$ cat src/rtl/psram_arbiter.sv
// Three-port arbiter (video, CPU, DMA) in front of a single PSRAM controller.
// Optional feature: define PSRAM_ARBITER_ROUND_ROBIN_EN for round-robin instead of fixed priority.
module psram_arbiter #(
  parameter int unsigned ADDR_W        = 24,
  parameter int unsigned ISSUE_TIMEOUT = 16
) (
  input  logic                  i_clkRAM,
  input  logic                  reset,
  input  logic [2:0]            i_req,
  input  logic [2:0]            i_we,
  input  logic [3*ADDR_W-1:0]   i_addr,
  input  logic [2:0]            i_bank,
  input  logic [23:0]           i_wdata,
  output logic [2:0]            o_ack,
  output logic [7:0]            o_rdata,
  output logic [2:0]            o_grant,
  output logic                  o_timeout,
  output logic                  o_mem_cs,
  output logic                  o_mem_write,
  output logic [ADDR_W-1:0]     o_mem_address,
  output logic                  o_mem_bank,
  output logic [7:0]            o_mem_dataToWrite,
  input  logic                  i_mem_busy,
  input  logic                  i_mem_dataReady,
  input  logic [7:0]            i_mem_dataRead
);

  typedef enum logic [1:0] {IDLE, ISSUE, WAIT, DONE} state_t;

  state_t              state;
  state_t              state_next;
  logic [7:0]          timer;
  logic                expired;
  logic                start;
  logic [2:0]          pick;
  logic                sel_we;
  logic [ADDR_W-1:0]   sel_addr;
  logic                sel_bank;
  logic [7:0]          sel_wdata;

  assign expired = (timer == 8'(ISSUE_TIMEOUT - 1));
  assign start   = !i_mem_busy && (|i_req);

`ifdef PSRAM_ARBITER_ROUND_ROBIN_EN
  logic [1:0] ptr;

  // Search starts at ptr and wraps 2 -> 0; first requester found wins.
  always_comb begin
    logic [2:0] sum;
    logic [1:0] idx;
    pick = '0;
    sum  = '0;
    idx  = '0;
    for (int unsigned k = 0; k < 3; k++) begin
      sum = {1'b0, ptr} + 3'(k);
      idx = (sum >= 3'd3) ? 2'(sum - 3'd3) : sum[1:0];
      if ((pick == 3'b000) && i_req[idx]) pick[idx] = 1'b1;
    end
  end

  always_ff @(posedge i_clkRAM) begin
    if (reset) begin
      ptr <= '0;
    end else if (state == DONE) begin
      ptr <= o_grant[0] ? 2'd1 : (o_grant[1] ? 2'd2 : 2'd0);
    end
  end
`else
  always_comb begin
    pick = '0;
    if (i_req[0])      pick = 3'b001;
    else if (i_req[1]) pick = 3'b010;
    else if (i_req[2]) pick = 3'b100;
  end
`endif

  always_comb begin
    sel_we    = 1'b0;
    sel_addr  = '0;
    sel_bank  = 1'b0;
    sel_wdata = '0;
    for (int unsigned k = 0; k < 3; k++) begin
      if (pick[k]) begin
        sel_we    = i_we[k];
        sel_addr  = i_addr[k*ADDR_W +: ADDR_W];
        sel_bank  = i_bank[k];
        sel_wdata = i_wdata[k*8 +: 8];
      end
    end
  end

  always_ff @(posedge i_clkRAM) begin
    if (reset) state <= IDLE;
    else       state <= state_next;
  end

  always_comb begin
    state_next = state;
    unique case (state)
      IDLE:  if (start) state_next = ISSUE;
      ISSUE: begin
        if (i_mem_busy)   state_next = WAIT;
        else if (expired) state_next = IDLE;
      end
      WAIT:  if (!i_mem_busy) state_next = DONE;
      DONE:  state_next = IDLE;
    endcase
  end

  always_ff @(posedge i_clkRAM) begin
    if (reset) begin
      o_ack             <= '0;
      o_grant           <= '0;
      o_rdata           <= '0;
      o_timeout         <= 1'b0;
      o_mem_cs          <= 1'b1;
      o_mem_write       <= 1'b0;
      o_mem_address     <= '0;
      o_mem_bank        <= 1'b0;
      o_mem_dataToWrite <= '0;
      timer             <= '0;
    end else begin
      unique case (state)
        IDLE: begin
          if (start) begin
            o_grant           <= pick;
            o_mem_write       <= sel_we;
            o_mem_address     <= sel_addr;
            o_mem_bank        <= sel_bank;
            o_mem_dataToWrite <= sel_wdata;
            o_mem_cs          <= 1'b0;
            timer             <= '0;
          end
        end
        ISSUE: begin
          if (i_mem_busy) begin
            o_mem_cs <= 1'b1;
          end else if (expired) begin
            // Abort leaves the request pending so IDLE re-arbitrates it.
            o_mem_cs  <= 1'b1;
            o_timeout <= 1'b1;
            o_grant   <= '0;
          end else begin
            timer <= timer + 8'd1;
          end
        end
        WAIT: begin
          if (!i_mem_busy) begin
            o_ack <= o_grant;
            if (!o_mem_write && i_mem_dataReady) o_rdata <= i_mem_dataRead;
          end
        end
        DONE: begin
          o_ack   <= '0;
          o_grant <= '0;
        end
      endcase
    end
  end

endmodule

$ cat config.mk
export PLATFORM = sky130hd
export DESIGN_NAME = psram_arbiter
export DESIGN_NICKNAME = d
export VERILOG_FILES = /design/src/rtl/psram_arbiter.sv
export SDC_FILE = /design/constraint.sdc
export NUM_CORES = 1
export LEC_CHECK = 0
export CAP_MARGIN = 20
export CELL_PAD_IN_SITES_DETAIL_PLACEMENT = 2
export CELL_PAD_IN_SITES_GLOBAL_PLACEMENT = 2
export CORE_UTILIZATION = 21
export CTS_BUF_LIST = sky130_fd_sc_hd__clkbuf_4
export CTS_CLUSTER_SIZE = 12
export DETAILED_ROUTE_END_ITERATION = 8
export GPL_TIMING_DRIVEN = 0
export PLACE_DENSITY = 0.85
export SLEW_MARGIN = 20
export SYNTH_ARGS = -nofsm -noshare
export SYNTH_HDL_FRONTEND = slang
export SYNTH_SLANG_ARGS = --single-unit
$ cat constraint.sdc
create_clock -name i_clkRAM -period 1.45 [get_ports i_clkRAM]
set_input_delay 0.29 -clock i_clkRAM [delete_from_list [all_inputs] [get_ports i_clkRAM]]
set_output_delay 0.29 -clock i_clkRAM [all_outputs]
set_load 0.05 [all_outputs]
==> results.json, run 1 <==
{
  "drt-total-wl_um": 16900,
  "holdPathStages": 2,
  "p_leak_uw": 0.00250,
  "chipWidth_um": 126,
  "ctsHoldBuffers": 0,
  "vias": 3773,
  "p_switching_uw": 1740,
  "finalMaxSlewViolations": 0,
  "cts_sinks": 60,
  "cts.htree.levels": 3,
  "layout.area.seq_um2": 1220,
  "avgSynthCellArea_um2": 9.85,
  "grt_start_max_net_pins": 13,
  "synth_ff_type": "dfxtp_1",
  "clockPowerShare_pct": 28.2,
  "dp_hpwl_um": 10800,
  "synthTopCellsByArea": "dfxtp_1 37%, o41ai_2 17%, a221oi_1 9.2%, nand3b_1 8.5%, nor2_1 6.1%",
  "violations": "setup timing",
  "hp-class": "in2reg",
  "die-area_um2": 16000,
  "first_pass_iters": 4,
  "yosysTopAreaCell": "dfxtp_1",
  "ir_drop_v": 0.000309,
  "fp.coreArea_um2": 15100,
  "overflow": 0,
  "setup_violations": 57,
  "dieHeight_um": 126,
  "seq_power_share_pct": 37.7,
  "r2r-end": "o_mem_address[18]",
  "pin_count": 167,
  "internal_power_uw": 2990,
  "p_comb_share_pct": 34.1,
  "grt_util_met3_pct": 5.78,
  "post-synth-top-count-cell": "dfxtp_1",
  "start_util_pct": 21.5,
  "crit_type": "reg2reg",
  "worst_slack_ns": -0.241,
  "clk_pin_slew_ns": 0.13,
  "grt_pass1_wl_um": 24200,
  "yosys_register_bits": 60,
  "synth_top_area_share_pct": 37.0,
  "r2r_cells": 6,
  "antenna_found_initial": 0,
  "dr.first_iter.drc_count": 131,
  "max_cap_viol_count": 0,
  "critical-path-slowest-cell": "or4_4",
  "worstSkewPairLatency_ns": 0.47,
  "worst_path_largest_cell_delay_ns": 0.54,
  "yosysWarnings": 0,
  "gr-max-usage-layer": "met2",
  "yosysSeqAreaShare_pct": 37.0,
  "swShare_pct": 36.8,
  "drive_gt1_share_pct": 42.5,
  "vias_per_cell": 5.15,
  "hp-start": "i_mem_busy",
  "syn_to_final_growth_pct": 87.2,
  "tightest_slew_ns": 1.17,
  "finalClockSkew_ns": 0.0255,
  "synth_fp_nets": 448,
  "place_congestion": 0.740,
  "crit_required_ns": 1.76,
  "period_share_pct": 117,
  "p_per_area_nw_per_um2": 777,
  "synth_cell_types": 44,
  "synth_edf_count": 0,
  "wire_per_inst_um": 23.0,
  "placed_cell_area_um2": 5150,
  "path_cells": "or4_4 -> buf_12 -> buf_12 -> buf_8 -> nand3b_1 -> o41ai_2",
  "fin_crit_ns": 1.69,
  "drc": 0,
  "crit_path_end_kind": "flip-flop",
  "syn_area_um2": 3250,
  "cts_buffer_depth": 2,
  "reg2reg_slack_ns": -0.24,
  "final_core_util_pct": 40.2,
  "rr_startpoint": "state[0]",
  "cts_buffers": 9,
  "root_buffer": "clkbuf_4",
  "rsz0062_at_grt": "yes",
  "gr-usage-met1_pct": 21.0,
  "cp_max_fo": 7,
  "final_hold_viol_count": 0,
  "async_flop_share_pct": 0,
  "use_met2_pct": 36.9,
  "startpoint_type": "flip-flop",
  "nets": 657,
  "port_buffers": 164,
  "syn-instance-count": 330,
  "rows": 45,
  "final_area_um2": 6090,
  "n_fill_cell": 1577,
  "multi_input_area_um2": 2370,
  "run_status": "finished, violations left",
  "whs_endpoint": "state[0]",
  "crit_top_cell": "buf_12",
  "synthTopCellsByCount": "60 x dfxtp_1, 53 x nor2_1, 37 x nand3b_1, 34 x a221oi_1, 34 x o41ai_2",
  "max_freq_mhz": 591,
  "cts_tree": "built",
  "grt_pass1_vias": 4270,
  "relSlewSlack_pct": 21.9,
  "cp.arrival_ns": 2.00,
  "num_antenna_cells": 0,
  "grt_usage_pct": 19.9,
  "crit_path_start": "state[0]",
  "postRouteAntennaNets": 0
}
==> layout by cell type, fill, tap and decap left out, types with 5 or more instances in the layout <==
master and count:
clkdlybuf4s50_1 113, nor2_1 51, dfxtp_1 49, buf_2 39
nand3b_1 37, buf_4 26, a221oi_2 24, o41ai_2 24
clkbuf_4 20, buf_6 13, clkbuf_2 11, o41ai_4 10
mux2i_1 9, clkbuf_1 8, nand2_1 8, dfxtp_2 8
a221oi_1 7, buf_8 6, buf_12 5, a21oi_1 5
==> through the flow <==
step,setup WS (ns),power (uW),TNS (ns),hold slack [ns],cells
2_1_floorplan,-0.122,2520,-2.68,0.434,330
3_3_place_gp,-1.05,3120,-45.10,0.473,682
3_5_place_dp,-1.15,3160,-49.59,0.486,682
4_1_cts,-0.224,4550,-6.56,0.0257,716
5_1_grt,-0.291,4910,-12.51,0.0170,732
6_report,-0.241,4730,-9.30,0.0287,732
==> worst max-delay path, delay by kind of cell, from the launching register on <==
family | cells | cell delay, ns
compound gates | 1 | 0.08
flops | 1 | 0.35
simple gates | 2 | 0.65
buf+inv | 3 | 0.44
==> what timing repair did <==
action,in CTS,in global routing
pin swaps,24,16
gates cloned,2,1
resized for setup,338,73
endpoints found under the setup margin,108,71
buffers inserted,17,16
endpoints found under the hold margin,0,0
==> area by class of cell <==
class	count	area share [%]
multi-input cells	229	39.0
repair buffers	199	29.4
flip-flops and latches	60	20.1
plain buffers	37	5.14
well taps	188	3.87
clock inverters	7	1.25
clock buffers	9	1.11
inverters	3	0.206
==> power groups by stage <==
stage	Combinational [uW]	Sequential, uW	Clock (uW)
final	1610	1780	1330
after global routing	1690	1790	1430
after CTS	1430	1780	1350
after detailed placement	1340	1820	0
after global placement	1300	1820	0
after floorplan	431	2080	0
==> sequential cells by signal, indices dropped and copies added, names as in the netlist, 3 cells and up, named ones only <==
name	count
o_ack	3
timer	8
o_grant	3
o_mem_dataToWrite	8
o_rdata	8
o_mem_address	24
==> per-layer routing <==
metal / vias to the layer above / share of wire, % / routed length, um
met1: 1890 / 39 / 6580
met5: - / 0 / 0
li1: 1710 / - / -
met4: 0 / 3.0 / 501
met2: 137 / 53 / 8980
met3: 36 / 4.8 / 802
==> logic make-up (layout without fill, tap and decap cells) <==
kind of cell               count (synthesis)  in the layout  share of synthesized area (%)
AOI/OAI and AO/OA                         99             99                           32.9
and+or+nand+nor                          120            120                           20.4
buffers and inverters                     41            255                           6.58
muxes                                      9              9                           2.77
adders and majority gates                  1              1                          0.385
DFF                                       60             60                           37.0
==> worst max path at each step <==
stage	to	slack [ns]	cells past startpoint
final	o_mem_address[18]	-0.24	6
after global routing	o_mem_address[18]	-0.29	6
after CTS	o_mem_address[18]	-0.22	6
after detailed placement	o_mem_bank	-1.15	6
after global placement	o_mem_address[17]	-1.05	6
after floorplan	o_mem_address[15]	-0.12	7
Note: power is estimated with default switching activity, not from simulation.
==> run 2: changes to the inputs <==
CORE_UTILIZATION = 25   (was 21)
PLACE_DENSITY = 0.94   (was 0.85)
clock period = 2.05 ns   (was 1.45 ns; I/O delays follow)
==> run 2 against run 1 <==
Compared with the run above: the run now ends clean; global-route usage up 1.5 points; clock power decreased by 13%; combinational power is 44% lower; count of clock-buffer cells in the layout unchanged; critical path depth fell by 5; power is 30% lower; design area decreased by 14%; via count decreased by 7.1%; clock skew down 0.0066 ns; register-to-register slack better by 0.40 ns; flip-flop and latch count unchanged; final cell count is 6.8% lower.
==> results.json, run 2 (synthesis results as in run 1) <==
{
  "run_status": "finished, final reports clean",
  "timing.critical_path.buf_inv": 1,
  "final_core_util_pct": 41.5,
  "p_leak_uw": 0.00224,
  "regMostFlops": "o_mem_address",
  "grt_usage_pct": 21.4,
  "ir_drop_v": 0.000244,
  "first_pass_iters": 4,
  "crit_required_ns": 1.64,
  "overflow": 0,
  "worst_path_largest_cell_delay_ns": 0.80,
  "critical-path-slowest-cell": "clkdlybuf4s50_1",
  "final_cell_mix": "115 x clkdlybuf4s50_1, 60 x dfxtp_1, 53 x nor2_1, 46 x dlygate4sd2_1, 37 x nand3b_1",
  "tightest_slew_ns": 0.782,
  "die-area_um2": 13500,
  "dr.first_iter.drc_count": 82,
  "grt_pass1_wl_um": 21300,
  "num_antenna_cells": 0,
  "setup_tns_ns": 0,
  "dp_hpwl_um": 10900,
  "cp_max_fo": 2,
  "chipWidth_um": 116,
  "startpoint_type": "flip-flop",
  "r2r_cells": 5,
  "grt_start_max_net_pins": 13,
  "nets": 623,
  "drt-total-wl_um": 14000,
  "cts_buffers": 9,
  "wl_met1_um": 5580,
  "postRouteAntennaNets": 0,
  "crit_type": "reg2out",
  "cp_top_family": "buffers and inverters",
  "wire_per_inst_um": 20.5,
  "setup_violations": 0,
  "dieHeight_um": 116,
  "max_cap_viol_count": 0,
  "n_fill_cell": 1390,
  "largest_reg_flops": 24,
  "hp-class": "in2reg",
  "path_depth": 1,
  "grt_pass1_vias": 3995,
  "place_congestion": 0.785,
  "syn_to_final_growth_pct": 61.8,
  "max_freq_mhz": 500,
  "vias_per_cell": 5.14,
  "relSlewSlack_pct": 47.9,
  "layout.cells.most_common": "clkdlybuf4s50_1",
  "clk_pin_slew_ns": 0.12,
  "cp.arrival_ns": 1.59,
  "rows": 41,
  "crit_path_end_kind": "output port",
  "port_buffers": 164,
  "placed_cell_area_um2": 5110,
  "vias": 3506,
  "start_util_pct": 25.7,
  "whs_ns": 0.188,
  "fin_crit_ns": 2.00,
  "period_share_pct": 97.6,
  "worstSkewPairLatency_ns": 0.45,
  "drc": 0,
  "p_per_area_nw_per_um2": 631,
  "cts.htree.levels": 3,
  "antenna_found_initial": 0,
  "drive_gt1_share_pct": 15.1,
  "finalClockSkew_ns": 0.0188,
  "cts_tree": "built",
  "final_hold_viol_count": 0,
  "cts_sinks": 60,
  "final_area_um2": 5260,
  "cts_buffer_depth": 2,
  "path_cells": "clkdlybuf4s50_1",
  "holdPathStages": 2,
  "highest_layer": "met4",
  "rsz0062_at_grt": "no",
  "met2WireLength_um": 7130,
  "root_buffer": "clkbuf_4",
  "pin_count": 167,
  "fp.coreArea_um2": 12700,
  "finalMaxSlewViolations": 0,
  "dr_wl_met3_um": 939,
  "ctsHoldBuffers": 0
}
==> run 2: cell types whose count changed in the layout (fill, tap and decap cells not counted), sizes merged <==
cell	previous run	this run
buf	90	14
dlygate4sd2	1	46
clkbuf	41	33
dlymetal6s2s	0	3
bufinv	1	3
clkdlybuf4s50	113	115
clkinv	4	2
==> run 2: worst paths after layout <==
check | startpoint | end | slack, ns
min | i_mem_busy | state[0] | 0.19
max | o_mem_dataToWrite[6] | o_mem_dataToWrite[6] | 0.05
max reg2reg | timer[0] | o_grant[2] | 0.16
min reg2reg | o_timeout | o_timeout | 0.50
==> run 2: repair_timing <==
| item | CTS | global route |
|---|---|---|
| gates resized for setup | 47 | 13 |
| setup buffers | 0 | 0 |
| setup endpoints to repair | 76 | 31 |
| gates cloned | 0 | 0 |
==> run 2: worst reg2reg max path, stage by stage (launching register included) <==
cell and delay [ns]:
dfxtp_1 0.35, ha_1 0.25, and3_1 0.23, and4_1 0.21, a2111oi_1 0.57, a32o_1 0.24
==> run 2: routing by layer <==
metal	vias up	GRT usage (%)
met5	-	0
met4	0	8.80
met3	21	6.75
met2	137	38.7
met1	1706	22.9
li1	1642	-
==> run 2: where the power goes <==
| group | total, uW | switching [uW] | internal [uW] |
|---|---|---|---|
| registers | 1260 | 38.8 | 1230 |
| clock network | 1160 | 532 | 624 |
| logic | 897 | 507 | 390 |
==> run 2: area by class of cell <==
class | count | area (um2) | share of cell area [%]
Buffer | 38 | 210 | 4.00
Clock buffer | 9 | 67.6 | 1.28
Clock inverter | 7 | 124 | 2.35
Inverter | 3 | 15.0 | 0.285
Multi-Input combinational cell | 229 | 1840 | 34.9
Sequential cell | 60 | 1200 | 22.8
Tap cell | 172 | 215 | 4.09
Timing Repair Buffer | 164 | 1590 | 30.3
==> run 2: per-stage QoR <==
| step | cells | power (uW) | worst slack [ns] |
|---|---|---|---|
| after floorplan | 330 | 1780 | 0.351 |
| after global placement | 666 | 2200 | -0.660 |
| after detailed placement | 666 | 2230 | -0.704 |
| after CTS | 682 | 3360 | 0.000230 |
| after global routing | 682 | 3450 | 0.00441 |
| final | 682 | 3320 | 0.0487 |
==> run 3: changes to the inputs <==
==> constraint.sdc (replaced) <==
create_clock -name i_clkRAM -period 2.05 [get_ports i_clkRAM]
set_input_delay 0.205 -clock i_clkRAM [delete_from_list [all_inputs] [get_ports i_clkRAM]]
set_output_delay 0.205 -clock i_clkRAM [all_outputs]
set_load 0.05 [all_outputs]
==> run 3 against run 2 <==
Compared with the run above: final cell count grew 0.15%; global-route usage barely moved; sequential share of layout area is 0.22 points lower; clock skew fell by 0.0011 ns; combinational power rose by 4.0%; design area rose by 0.95%; via count rose by 0.31%; flip-flop and latch count did not move; die area did not move.
==> results.json, run 3 (synthesis results as in run 1) <==
{
  "rr_startpoint": "timer[0]",
  "clk_pin_slew_ns": 0.13,
  "layout.cells.most_common": "clkdlybuf4s50_1",
  "dr.first_iter.drc_count": 82,
  "setup_violations": 0,
  "grt_util_met3_pct": 6.90,
  "gr-max-usage-layer": "met2",
  "gr-usage-met1_pct": 22.9,
  "regMostFlops": "o_mem_address",
  "grt_usage_pct": 21.4,
  "die-area_um2": 13500,
  "r2r_cells": 5,
  "cts_tree": "built",
  "p_leak_uw": 0.00198,
  "hp-start": "i_mem_dataRead[1]",
  "place_congestion": 0.785,
  "finalClockSkew_ns": 0.0178,
  "startpoint_type": "flip-flop",
  "whs_endpoint": "o_rdata[1]",
  "placed_cell_area_um2": 5110,
  "setup_tns_ns": 0,
  "first_pass_iters": 4,
  "cts.htree.levels": 3,
  "hp-class": "in2reg",
  "crit_path_end_kind": "output port",
  "port_buffers": 164,
  "drive_gt1_share_pct": 13.9,
  "critical-path-slowest-cell": "clkdlybuf4s50_1",
  "fp.coreArea_um2": 12700,
  "largest_reg_flops": 24,
  "nets": 624,
  "vias_per_cell": 5.15,
  "grt_pass1_wl_um": 21400,
  "dieHeight_um": 116,
  "cp_top_family": "buffers and inverters",
  "grt_start_max_net_pins": 13,
  "p_per_area_nw_per_um2": 632,
  "use_met2_pct": 38.7,
  "crit_type": "reg2out",
  "postRouteAntennaNets": 0,
  "r2r-end": "o_grant[2]",
  "layout.area.seq_um2": 1200,
  "holdPathStages": 3,
  "fin_crit_ns": 1.98,
  "pin_count": 167,
  "finalPower_uw": 3360,
  "whs_ns": 0.354,
  "ir_drop_v": 0.000248,
  "run_status": "finished, final reports clean",
  "cts_sinks": 60,
  "multi_input_area_um2": 1840,
  "antenna_found_initial": 0,
  "chipWidth_um": 116,
  "period_share_pct": 96.7,
  "drc": 0,
  "overflow": 0,
  "drt-total-wl_um": 14000,
  "wire_per_inst_um": 20.4,
  "cts_buffer_depth": 2,
  "reg2reg_slack_ns": 0.16,
  "post_cts_buffers": 0,
  "dp_hpwl_um": 10900,
  "num_antenna_cells": 0,
  "grt_pass1_vias": 4012,
  "rsz0062_at_grt": "no",
  "rows": 41,
  "final_area_um2": 5310,
  "syn_to_final_growth_pct": 63.4,
  "worst_path_largest_cell_delay_ns": 0.86,
  "final_hold_viol_count": 0,
  "vias": 3517,
  "n_fill_cell": 1370,
  "finalMaxSlewViolations": 0,
  "root_buffer": "clkbuf_4",
  "worstSkewPairLatency_ns": 0.45,
  "crit_required_ns": 1.85,
  "max_cap_viol_count": 0,
  "final_cell_mix": "164 x clkdlybuf4s50_1, 60 x dfxtp_1, 53 x nor2_1, 37 x nand3b_1",
  "start_util_pct": 25.7,
  "tightest_slew_ns": 0.783,
  "relSlewSlack_pct": 47.8,
  "path_cells": "clkdlybuf4s50_1",
  "max_freq_mhz": 504,
  "timing.critical_path.buf_inv": 1,
  "cp_max_fo": 3,
  "cts_buffers": 9,
  "cp.arrival_ns": 1.78
}
run 3: final cells by class:
| cell class | instances | area share [%] |
|---|---|---|
| repair buffers | 165 | 31.1 |
| inverters | 3 | 0.212 |
| multi-input cells | 229 | 34.6 |
| clock inverters | 7 | 2.33 |
| well taps | 172 | 4.05 |
| flip-flops and latches | 60 | 22.6 |
| clock buffers | 9 | 1.27 |
| plain buffers | 38 | 3.84 |
run 3: power breakdown:
group	switching [uW]	total, uW	internal [uW]
registers	40.8	1270	1230
clock network	533	1160	624
logic	507	933	426
run 3: worst max-delay path by stage:
stage,start,end,slack (ns),depth (start not counted)
after floorplan,timer[0],o_grant[0],0.48,5
after global placement,i_req[0],o_mem_address[7],-0.46,6
after detailed placement,i_req[0],o_mem_address[4],-0.50,6
after CTS,o_mem_write,o_mem_write,0.04,1
after global routing,o_mem_write,o_mem_write,0.02,1
final,o_mem_write,o_mem_write,0.07,1
run 3: what timing repair did:
action / 4_1_cts / 5_1_grt
hold buffers: 1 / 0
setup endpoints to repair: 2 / 0
endpoints found under the hold margin: 1 / 0
gates resized for setup: 1 / 0
run 3: metrics by stage:
| stage | instances | setup WS [ns] | utilization, % |
|---|---|---|---|
| global placement | 666 | -0.455 | 40.3 |
| global route | 683 | 0.0237 | 41.9 |
| floorplan | 330 | 0.480 | - |
| detailed placement | 666 | -0.499 | 40.3 |
| CTS | 683 | 0.0371 | 41.9 |
| finish | 683 | 0.0674 | 41.9 |
run 3: routing by layer:
metal	routed length [um]	vias up
li1	-	1645
met1	5500	1706
met2	7180	141
met3	924	25
met4	352	0
met5	0	-
